$ cat src/rtl/frame_scrambler.sv
// 802.11a frame scrambler (x^7+x^4+1), DATA_WIDTH bits per beat, valid/ready on both sides.
// Optional build macro SCRAMBLER_BYPASS_EN adds a per-frame bypass_i input.
module frame_scrambler #(
  parameter int unsigned DATA_WIDTH   = 1,
  parameter int unsigned LEN_WIDTH    = 16,
  parameter logic [6:0]  DEFAULT_SEED = 7'h5D
) (
  input  logic                  clk_i,
  input  logic                  rst_ni,
  input  logic                  start_i,
  input  logic [6:0]            seed_i,
  input  logic [LEN_WIDTH-1:0]  length_i,
`ifdef SCRAMBLER_BYPASS_EN
  input  logic                  bypass_i,
`endif
  input  logic                  in_valid_i,
  input  logic [DATA_WIDTH-1:0] in_data_i,
  output logic                  in_ready_o,
  output logic                  out_valid_o,
  output logic [DATA_WIDTH-1:0] out_data_o,
  input  logic                  out_ready_i,
  output logic                  busy_o,
  output logic                  done_o
);

  typedef enum logic [1:0] {
    ST_IDLE  = 2'd0,
    ST_RUN   = 2'd1,
    ST_FLUSH = 2'd2,
    ST_DONE  = 2'd3
  } state_e;

  state_e                state_q;
  logic [6:0]            lfsr_q;
  logic [LEN_WIDTH-1:0]  rem_q;
  logic                  out_valid_q;
  logic [DATA_WIDTH-1:0] out_data_q;
  logic                  busy_q;
  logic                  done_q;
  logic                  bypass_s;

  logic [6:0]            lfsr_d;
  logic [DATA_WIDTH-1:0] beat_d;
  logic [LEN_WIDTH-1:0]  rem_d;
  logic                  xfer_s;

  // rem is the number of frame bits still to come at the start of this beat,
  // so bit k of the beat lies in the six-bit tail when rem <= k + 6.
  function automatic logic [DATA_WIDTH+6:0] scramble_beat(
    input logic [6:0]            s_in,
    input logic [DATA_WIDTH-1:0] d_in,
    input logic [LEN_WIDTH-1:0]  rem,
    input logic                  byp
  );
    logic [6:0]            s;
    logic [DATA_WIDTH-1:0] d;
    logic                  f;
    s = s_in;
    d = '0;
    for (int k = 0; k < DATA_WIDTH; k++) begin
      f = s[6] ^ s[3];
      if (byp) begin
        d[k] = d_in[k];
      end else begin
        d[k] = d_in[k] ^ f;
        s    = {s[5:0], f};
      end
      d[k] = (rem <= LEN_WIDTH'(k + 6)) ? 1'b0 : d[k];
    end
    return {s, d};
  endfunction

`ifdef SCRAMBLER_BYPASS_EN
  logic bypass_q;
  assign bypass_s = bypass_q;
`else
  assign bypass_s = 1'b0;
`endif

  // Next beat datapath: unrolled LFSR, tail masking and saturating bit counter
  always_comb begin
    {lfsr_d, beat_d} = scramble_beat(lfsr_q, in_data_i, rem_q, bypass_s);
    if (rem_q > LEN_WIDTH'(DATA_WIDTH)) begin
      rem_d = rem_q - LEN_WIDTH'(DATA_WIDTH);
    end else begin
      rem_d = '0;
    end
  end

  assign in_ready_o = (state_q == ST_RUN) && (!out_valid_q || out_ready_i);
  assign xfer_s     = in_valid_i && in_ready_o;

  // Frame control FSM with registered beat, busy and done outputs
  always_ff @(posedge clk_i or negedge rst_ni) begin
    if (!rst_ni) begin
      state_q     <= ST_IDLE;
      lfsr_q      <= DEFAULT_SEED;
      rem_q       <= '0;
      out_valid_q <= 1'b0;
      out_data_q  <= '0;
      busy_q      <= 1'b0;
      done_q      <= 1'b0;
`ifdef SCRAMBLER_BYPASS_EN
      bypass_q    <= 1'b0;
`endif
    end else begin
      done_q <= 1'b0;
      case (state_q)
        ST_IDLE: begin
          if (start_i) begin
            lfsr_q   <= (seed_i == 7'd0) ? DEFAULT_SEED : seed_i;
            rem_q    <= length_i;
            busy_q   <= 1'b1;
`ifdef SCRAMBLER_BYPASS_EN
            bypass_q <= bypass_i;
`endif
            if (length_i == '0) begin
              state_q <= ST_DONE;
              done_q  <= 1'b1;
            end else begin
              state_q <= ST_RUN;
            end
          end else begin
            busy_q <= 1'b0;
          end
        end
        ST_RUN: begin
          if (xfer_s) begin
            out_data_q  <= beat_d;
            out_valid_q <= 1'b1;
            lfsr_q      <= lfsr_d;
            rem_q       <= rem_d;
            if (rem_d == '0) begin
              state_q <= ST_FLUSH;
            end else begin
              state_q <= ST_RUN;
            end
          end else if (out_ready_i) begin
            out_valid_q <= 1'b0;
          end else begin
            out_valid_q <= out_valid_q;
          end
        end
        ST_FLUSH: begin
          if (out_valid_q && out_ready_i) begin
            out_valid_q <= 1'b0;
            state_q     <= ST_DONE;
            done_q      <= 1'b1;
          end else begin
            state_q <= ST_FLUSH;
          end
        end
        ST_DONE: begin
          state_q <= ST_IDLE;
          busy_q  <= 1'b0;
        end
        default: begin
          state_q     <= ST_IDLE;
          out_valid_q <= 1'b0;
          busy_q      <= 1'b0;
        end
      endcase
    end
  end

  assign out_valid_o = out_valid_q;
  assign out_data_o  = out_data_q;
  assign busy_o      = busy_q;
  assign done_o      = done_q;

endmodule
$ cat config.mk
export PLATFORM = sky130hd
export DESIGN_NAME = frame_scrambler
export DESIGN_NICKNAME = d
export VERILOG_FILES = /design/src/rtl/frame_scrambler.sv
export SDC_FILE = /design/constraint.sdc
export NUM_CORES = 1
export LEC_CHECK = 0
export BUFFER_PORTS_ARGS = -buffer_cell sky130_fd_sc_hd__buf_2
export CORE_ASPECT_RATIO = 0.5
export CORE_UTILIZATION = 60
export CTS_BUF_LIST = sky130_fd_sc_hd__clkbuf_4
export DETAILED_ROUTE_END_ITERATION = 16
export PLACE_DENSITY = 0.82
export SETUP_SLACK_MARGIN = 0.05
export SLEW_MARGIN = 20
export SYNTH_ARGS = -nofsm -noshare
export SYNTH_HDL_FRONTEND = slang
export SYNTH_SLANG_ARGS = --single-unit
export TNS_END_PERCENT = 10
$ cat constraint.sdc
create_clock -name clk_i -period 3.55 [get_ports clk_i]
set_input_delay 0 -clock clk_i [delete_from_list [all_inputs] [get_ports clk_i]]
set_output_delay 0 -clock clk_i [all_outputs]
set_load 0.02 [all_outputs]
==> results.json <==
{
  "flop_and_latch_count_out_of_synthesis": 29,
  "vias": 2075,
  "post_cts_sizing": 0,
  "route.detailed.vias_per_inst": 6.694,
  "synth_edf_count": 0,
  "routabilityCongestion": 1.022,
  "crit_path_end_kind": "flop",
  "yosys_warnings": 0,
  "leakagePower_nw": 1.021,
  "first_pass_iters": 12,
  "worstReg2RegStart": "state_q[0]$_DFFE_PN0P_",
  "die-area_mm2": 0.003592,
  "power_per_cell_area_mw_per_mm2": 943.0,
  "worstSkewPairLatency_ns": 0.33,
  "worst_setup_hold_path_clk_slew_ns": 0.10,
  "seq_area_frac_synth_pct": 36.49,
  "finalWirelength_um": 5609,
  "rsz0062_at_grt": "false",
  "leading_cell_types_in_the_layout_fill_and_taps_excluded": "buf_2, o21ai_0, dfrtp_1, nand2_1, nor2_1",
  "numPortBuffers": 33,
  "synth_async_sr_flop_share_pct": 100.0,
  "grt_first_pass_wirelength_um": 9301,
  "failing_checks": "DRC",
  "cp-startpoint": "state_q[0]$_DFFE_PN0P_",
  "pin_count": 34,
  "drv.max_cap_violation_count": 0,
  "peakVddDrop_mv": 0.5942,
  "diodes": 0,
  "synth_ff_type": "dfrtp_1",
  "cts.root.buffer_cell": "clkbuf_4",
  "clock_tree_from_tritoncts": "built",
  "grt.overflow.total": 0,
  "pin_count_of_the_biggest_net_entering_global_routing": 30,
  "synthesis.area_per_instance_um2": 8.683,
  "hold-worst-slack_ns": 0.03738,
  "route.detailed.drc": 2,
  "floorplan.initialDensity_pct": 65.06,
  "layout_commonest_cell": "buf_2",
  "timing.final.max_slew_violations": 0,
  "clk_path_buf_depth": 2,
  "hold_path_startpoint": "length_i[14]",
  "net_count_of_the_mapped_netlist": 267,
  "timing.reg2reg.setup_slack_ns": 0.84,
  "cts.sink_count": 29,
  "grt_pass1_vias": 1900,
  "dp_hpwl_um": 3991,
  "hold_violations": 0,
  "num-nets-final": 305,
  "drive_above_1_share_pct": 21.11,
  "critPathLaunchType": "flop",
  "areaGrowthSynthToFinish_pct": 16.53,
  "result_of_the_run": "finished with violations",
  "yosysUniqueCellTypes": 56,
  "max-slew-margin-rel_pct": 38.88,
  "postSynthCellCount": 231,
  "critical_path.max_fanout": 6,
  "postRouteAntennaNets": 0,
  "cts_made_buffers": 5,
  "fp.coreArea_mm2": 0.003083,
  "setup_viol_count_final": 0,
  "setup_tns_ns": 0,
  "critPathKind": "reg2reg",
  "timing.final.crit_share_pct": 76.25,
  "cts-htree-levels": 2,
  "synth_area_mm2": 0.002006,
  "worst-endpoint-required_ns": 3.83,
  "timing.hold.worst.class": "in2reg",
  "die_h_um": 42.89,
  "final_period_minus_worst_setup_slack_ns": 2.707,
  "antenna_found_initial": 0,
  "die_width_um": 83.77,
  "detailedRoute.firstIterationViolations": 165,
  "fmaxAchievable_ghz": 0.3694,
  "row_count": 14,
  "worst-endpoint-arrival_ns": 2.98,
  "wire_per_inst_um": 18.09,
  "worst_slew_pin_slew_ns": 0.9143,
  "grt_util_all_layers_pct": 34.00,
  "skew_ns": 0.01429
}
## stage by stage
step | power [W] | utilization [%] | instances | worst slack [ns] | area (um^2)
finish | 0.002204 | 75.81 | 310 | 0.8432 | 2337
global route | 0.002378 | 75.81 | 310 | 0.6567 | 2337
detailed placement | 0.001936 | 70.09 | 290 | 1.116 | 2161
floorplan | 0.001645 | - | 231 | 1.400 | 2006
global placement | 0.001903 | 70.09 | 290 | 1.244 | 2161
CTS | 0.002168 | 75.81 | 310 | 0.9281 | 2337
## cell usage after synthesis, types with 2 or more instances
| master | n | area [um^2] |
|---|---|---|
| o21ai_0 | 28 | 140.1 |
| dfrtp_1 | 24 | 600.6 |
| nand2_1 | 21 | 78.83 |
| nor2_1 | 17 | 63.81 |
| a22o_1 | 16 | 140.1 |
| inv_1 | 10 | 37.54 |
| clkbuf_1 | 9 | 33.78 |
| ha_1 | 7 | 87.58 |
| nor3_1 | 7 | 35.03 |
| nor4_1 | 6 | 37.54 |
| o22ai_1 | 6 | 37.54 |
| dfstp_2 | 5 | 131.4 |
| a21oi_1 | 4 | 20.02 |
| a22oi_1 | 4 | 30.03 |
| nand3_1 | 4 | 20.02 |
| nand4_1 | 4 | 25.02 |
| a2bb2oi_1 | 3 | 26.28 |
| buf_2 | 3 | 15.01 |
| nand2b_1 | 3 | 18.77 |
| or3_1 | 3 | 18.77 |
| a21o_1 | 2 | 15.01 |
| a32o_1 | 2 | 20.02 |
| a32oi_1 | 2 | 17.52 |
| and4_1 | 2 | 17.52 |
| buf_1 | 2 | 7.510 |
| mux2i_1 | 2 | 20.02 |
| nor4_2 | 2 | 25.02 |
| o2bb2ai_1 | 2 | 17.52 |
| or2_2 | 2 | 12.51 |
| or4_1 | 2 | 15.01 |
| xor2_1 | 2 | 17.52 |
## logic make-up after synthesis
family	synth area share [%]
compound gates	28.20
xor+xnor	1.310
fa+ha+maj	4.367
buf+inv	5.427
flops	36.49
mux	1.560
simple gates	22.65
## flip-flops by register name, indices dropped and copies added, names as in the netlist
| name | flops |
|---|---|
| out_data_o | 1 |
| rem_q | 16 |
| lfsr_q | 7 |
| done_o | 1 |
| state_q | 2 |
| busy_o | 1 |
| out_valid_o | 1 |
## final cells by class
type	count	area [um^2]
Multi-Input combinational cell	176	1165
Fill cell	224	745.7
Sequential cell	29	732.0
Timing Repair Buffer	46	292.8
Clock buffer	7	52.55
Tap cell	40	50.05
Inverter	11	41.29
Clock inverter	1	3.754
## report_power, final
| part | switching, W | total (W) | leakage, nW | internal (W) |
|---|---|---|---|---|
| logic | 0.000742 | 0.00126 | 0.638 | 0.000514 |
| clock network | 0.000117 | 0.000209 | 0.0338 | 0.0000913 |
| registers | 0.000227 | 0.000740 | 0.350 | 0.000512 |
## path summary, 6_finish.rpt
check	endpoint	depth (start not counted)
setup / recovery	done_o$_DFF_PN0_	7
hold / removal	rem_q[14]$_DFFE_PN0P_	3
setup reg to reg	done_o$_DFF_PN0_	7
hold reg to reg	lfsr_q[4]$_DFFE_PN1P_	2
max in group asynchronous	rem_q[2]$_DFFE_PN0P_	2
min in group asynchronous	done_o$_DFF_PN0_	2
## routing by layer
metal	vias to the layer above	part of all wire [%]	GRT usage, %
li1	949	-	-
met1	978	47	49.01
met2	139	41	50.08
met3	9	11	10.31
met4	0	0.82	8.136
met5	-	0	0
## what timing repair did
item | CTS | global route
setup buffers | 0 | 0
hold buffers | 12 | 0
endpoints found under the hold margin | 34 | 0
## worst max-delay path, stage by stage (launching register included)
cell           delay, ns
dfrtp_1             0.43
inv_1               0.10
ha_1                0.30
nor4b_1             0.32
nand4_1             0.16
nor4_1              0.58
a32o_1              0.22
dlygate4sd3_1       0.54
Note: power is estimated with default switching activity, not from simulation.
